<file path="src/rtl/uart_rx_byte.sv">
// 8N1 UART receiver with 2-flop input synchronizer and valid/ready byte delivery.
// Optional macro UART_RX_MAJORITY_EN: 2-of-3 majority vote over the synchronized line.
module uart_rx_byte #(
  parameter int CLKS_PER_BIT = 16
) (
  input  logic       clk,
  input  logic       reset,
  input  logic       rx_pin,
  output logic [7:0] rx_data,
  output logic       rx_valid,
  input  logic       rx_ready,
  output logic       frame_err,
  output logic       overrun_err,
  output logic       busy
);

  // Handshake: a byte transfers on any clk edge where rx_valid & rx_ready are both 1;
  // rx_valid and rx_data hold steady until that edge.

  localparam logic [9:0] HALF = 10'(CLKS_PER_BIT / 2 - 1);
  localparam logic [9:0] LAST = 10'(CLKS_PER_BIT - 1);

  typedef enum logic [2:0] {
    IDLE  = 3'd0,
    START = 3'd1,
    DATA  = 3'd2,
    STOP  = 3'd3,
    BRK   = 3'd4
  } state_t;

  state_t     state, state_n;
  logic       sync1, sync2;
  logic       line;
  logic [9:0] cnt;
  logic [2:0] idx;
  logic [7:0] sh;
  logic       deliver, stop_bad;

  always_ff @(posedge clk) begin
    if (reset) begin
      sync1 <= 1'b1;
      sync2 <= 1'b1;
    end else begin
      sync1 <= rx_pin;
      sync2 <= sync1;
    end
  end

`ifdef UART_RX_MAJORITY_EN
  logic [1:0] hist;

  always_ff @(posedge clk) begin
    if (reset) hist <= 2'b11;
    else       hist <= {hist[0], sync2};
  end

  // Current sync2 votes with its two predecessors, so one-cycle glitches are outvoted.
  assign line = (sync2 & hist[0]) | (sync2 & hist[1]) | (hist[0] & hist[1]);
`else
  assign line = sync2;
`endif

  // State register
  always_ff @(posedge clk) begin
    if (reset) state <= IDLE;
    else       state <= state_n;
  end

  // Next-state logic
  always_comb begin
    state_n = state;
    case (state)
      IDLE:    if (!line) state_n = START;
      START:   if (cnt == HALF) state_n = line ? IDLE : DATA;
      DATA:    if (cnt == LAST && idx == 3'd7) state_n = STOP;
      STOP:    if (cnt == LAST) state_n = line ? IDLE : BRK;
      BRK:     if (line) state_n = IDLE;
      default: state_n = IDLE;
    endcase
  end

  // Output / strobe logic
  always_comb begin
    deliver  = (state == STOP) && (cnt == LAST) && line;
    stop_bad = (state == STOP) && (cnt == LAST) && !line;
    busy     = (state != IDLE);
  end

  always_ff @(posedge clk) begin
    if (reset) begin
      cnt <= '0;
      idx <= '0;
      sh  <= '0;
    end else begin
      case (state)
        START: begin
          cnt <= (cnt == HALF) ? 10'd0 : cnt + 10'd1;
          idx <= '0;
        end
        DATA: begin
          if (cnt == LAST) begin
            cnt     <= '0;
            sh[idx] <= line;
            idx     <= idx + 3'd1;
          end else begin
            cnt <= cnt + 10'd1;
          end
        end
        STOP: cnt <= (cnt == LAST) ? 10'd0 : cnt + 10'd1;
        default: begin
          cnt <= '0;
          idx <= '0;
        end
      endcase
    end
  end

  always_ff @(posedge clk) begin
    if (reset) begin
      rx_data     <= '0;
      rx_valid    <= 1'b0;
      frame_err   <= 1'b0;
      overrun_err <= 1'b0;
    end else begin
      frame_err   <= stop_bad;
      overrun_err <= deliver && rx_valid && !rx_ready;
      if (deliver && (!rx_valid || rx_ready)) begin
        rx_data  <= sh;
        rx_valid <= 1'b1;
      end else if (rx_valid && rx_ready) begin
        rx_valid <= 1'b0;
      end
    end
  end

endmodule

</file>
<file path="config.mk">
export PLATFORM = sky130hd
export DESIGN_NAME = uart_rx_byte
export DESIGN_NICKNAME = d
export VERILOG_FILES = /design/src/rtl/uart_rx_byte.sv
export SDC_FILE = /design/constraint.sdc
export NUM_CORES = 1
export LEC_CHECK = 0
export BUFFER_PORTS_ARGS = -buffer_cell sky130_fd_sc_hd__buf_4
export CORE_UTILIZATION = 57
export DETAILED_ROUTE_END_ITERATION = 10
export PLACE_DENSITY = 0.77
export SYNTH_ARGS = -nofsm -noshare
export SYNTH_HDL_FRONTEND = slang
export SYNTH_SLANG_ARGS = --single-unit
</file>
<file path="constraint.sdc">
create_clock -name clk -period 2.6 [get_ports clk]
set_clock_uncertainty 0.05 [all_clocks]
set_input_delay 0.26 -clock clk [delete_from_list [all_inputs] [get_ports clk]]
set_output_delay 0.26 -clock clk [all_outputs]
set_load 0.1 [all_outputs]
</file>
==> run summary <==
top_reg_cell synth -> dfxtp_1
top cell type's share of synthesized area -> 43.5%
Routed Antenna Nets -> 0
XOR/XNOR Fraction of Synth Area -> 5.14%
Die X-Extent -> 56.7 µm
vias in the first global route -> 1269
Ports -> 16
dpl cells -> 224
Tot Pwr -> 0.885 mW
Rows -> 19
crit path DAT -> 2.35 ns
gr usage total -> 22.8%
clock share of power -> 32.1%
H-tree depth -> 2
WL final -> 3.21 mm
core area -> 2810 µm²
CP Capture Type -> flip-flop
Multi-input gate area -> 891 µm²
NetSw -> 0.204 mW
post-detailed-route wirelength per cell -> 13.8 µm
total congestion overflow -> 0
Synth Warn # -> 0
CTS tree -> done
logic gate share of total power -> 2.9%
Internal -> 0.681 mW
TritonRoute pass-1 iters -> 7
outcome -> complete, but fails checks
total negative slack -> 0 ns
metal3 WL -> 153 µm
RSZ-0062 raised after global routing -> no
WL met1 -> 1.40 mm
clk_lat worst skew -> 0.34 ns
critical path data required time -> 2.78 ns
DP Wirelength -> 2.39 mm
layout cell share with drive strength beyond 1 -> 16.4%
Placer Congestion -> 0.852
Slew HR -> 53.8%
Die Ht -> 56.7 µm
post-CTS resize count -> 0
vias -> 1402
metal2 WL -> 1.57 mm
violation count after the first detailed-route iteration -> 68
fill cell count -> 253
Max Fclk -> 461 MHz
syn nets -> 196
mux cell area share after synthesis -> 2.42%
Hold Path Class -> in2reg
register area -> 741 µm²
power density cells -> 479 nW/µm²
Final Non-Filler Cells -> 232
min Tclk post-route -> 2.17 ns
Yosys cell types -> 35
Synth Register Bits -> 37
Die ar. -> 3210 µm²
CTS Root Cell -> clkbuf_4
number of setup buffers added after CTS -> 0
Setup CP Type -> reg2reg
# port buffers -> 15
total leakage power -> 0.642 nW
MaxCap Viol Count -> 0
Post-synth EDFFs -> 0
largest family of logic cells by synthesized area -> simple AND/OR/NAND/NOR gates
Initial Util -> 60.7%
sequential share of power -> 65.0%
fraction of registers with async set/reset -> 0%
sequential share of the synthesized area -> 43.5%
Reg clk slew, reported paths -> 0.11 ns
R2R depth -> 4
WHS -> 0.0458 ns
Switching Share -> 23.1%
Synth area leaders -> dfxtp_1 43%, a21oi_1 5.3%, nand4_1 4.0%, nor2_1 4.0%, nand3_1 3.8%
Num Clock Sinks -> 37
Ant. Diodes -> 0
worst slew pin tran -> 0.693 ns
CTS buffer count -> 5
Layout area overhead -> 8.60%
Final Cycle Share -> 83.5%
initial antenna violation count -> 0
number of remaining DRC errors -> 6
final net count -> 207
post-place instance area -> 1800 µm²
Vias/cell -> 6.04
Startpoint Class -> flip-flop
Syn Area/Cell -> 9.01 µm²
Final Hold Vio Count -> 0
Critical Path Fanout Max -> 10
worst-case clock buffer depth -> 2
Synth Area in Simple Gates -> 30.1%
cell area after layout -> 1850 µm²
Max rail drop VDD -> 0.306 mV
Synth Area in Compound Gates -> 12.4%
top sig layer -> met4
synthesized area -> 1700 µm²
synthesized instance count -> 189
first-pass GRT wire length -> 5.58 mm
final setup fails -> 0
hold path cells -> 2
adder-cell share of the synthesized area -> 2.20%
max-slew violations -> 0
Yosys top cell by area -> dfxtp_1
Hold Buf Count CTS -> 0
largest net degree at the start of global routing -> 28
failing checks -> design-rule violations
placed cells by master, fill, tap and decap left out, types with 2 or more instances in the layout:
| cell type | synthesis | layout |
|---|---|---|
| nor3_1 | 2 | 2 |
| or3_1 | 3 | 3 |
| or4_1 | 3 | 3 |
| or2_2 | 3 | 3 |
| nand2b_1 | 4 | 4 |
| inv_1 | 4 | 4 |
| nor4_1 | 3 | 3 |
| nand4b_1 | 2 | 2 |
| nand4_1 | 11 | 11 |
| nand2_1 | 6 | 6 |
| mux2i_1 | 3 | 3 |
| a21oi_1 | 18 | 18 |
| xnor2_1 | 4 | 4 |
| and3_1 | 5 | 5 |
| clkinv_2 | 0 | 2 |
| xor2_1 | 6 | 6 |
| nor2_1 | 18 | 18 |
| nand3_1 | 13 | 13 |
| nor4_4 | 3 | 3 |
| o21ai_1 | 13 | 13 |
| dfxtp_1 | 37 | 37 |
| clkbuf_4 | 0 | 5 |
| and4_1 | 2 | 2 |
| buf_4 | 0 | 15 |
| ha_1 | 3 | 3 |
| or4_4 | 2 | 2 |
area by class of cell:
type	instances	area share, %
clock buffer	6	2.23
multi-input combinational	137	48.2
inverter	4	0.812
sequential	37	40.1
clock inverter	2	0.541
tap	31	2.10
timing repair buffer	15	6.09
flip-flops by register name, summed over array words and instances, names as in the netlist:
signal	count
overrun_err	1
frame_err	1
rx_valid	1
sh	8
rx_data	8
sync1	1
idx	3
state	3
cnt	10
line	1
power groups by stage:
stage / clock (mW) / sequential, mW / combinational (mW)
6_report: 0.284 / 0.576 / 0.0257
5_1_grt: 0.318 / 0.577 / 0.0280
4_1_cts: 0.292 / 0.576 / 0.0255
3_5_place_dp: 0 / 0.589 / 0.0256
3_3_place_gp: 0 / 0.589 / 0.0248
2_1_floorplan: 0 / 0.585 / 0.0223
cells by family (layout without fill, tap and decap cells):
logic type | count (synthesis) | count (layout)
XOR/XNOR | 10 | 10
AO/OA/AOI/OAI | 37 | 37
multiplexers | 4 | 4
buffers and inverters | 15 | 27
adder cells (fa/ha/maj) | 3 | 3
flip-flops | 37 | 37
AND/OR/NAND/NOR | 83 | 83
cell usage after synthesis (all sizes together) (5+ instances only):
| cell type | n |
|---|---|
| nor4 | 6 |
| dfxtp | 37 |
| nor2 | 18 |
| clkbuf | 9 |
| a21oi | 18 |
| nand4 | 11 |
| nand3 | 13 |
| nand2 | 6 |
| xor2 | 6 |
| or4 | 5 |
| o21ai | 14 |
| and3 | 5 |
through the flow:
stage	setup WS, ns	utilization, %
after floorplan	0.565	-
after detailed placement	0.431	64.1
after global routing	0.336	65.9
after global placement	0.487	64.1
after CTS	0.415	65.9
final	0.429	65.9
final timing paths:
kind              slack, ns    from    endpoint
setup / recovery       0.43  cnt[5]  rx_data[4]
hold / removal         0.05  rx_pin       sync1
setup reg to reg       0.43  cnt[5]  rx_data[4]
hold reg to reg        0.37   sync1        line
critical path, cell delays in order, from the launching register on:
cell	delay (ns)
dfxtp_1	0.36
or4_1	0.74
or4_4	0.68
o21ai_1	0.17
a21oi_1	0.07
metal layers:
metal | track usage, % | vias up
li1 | - | 709
met1 | 27.2 | 639
met2 | 38.6 | 44
met3 | 4.84 | 10
met4 | 11.1 | 0
met5 | 0 | -
No activity file was read; power rests on OpenSTA's default activity.
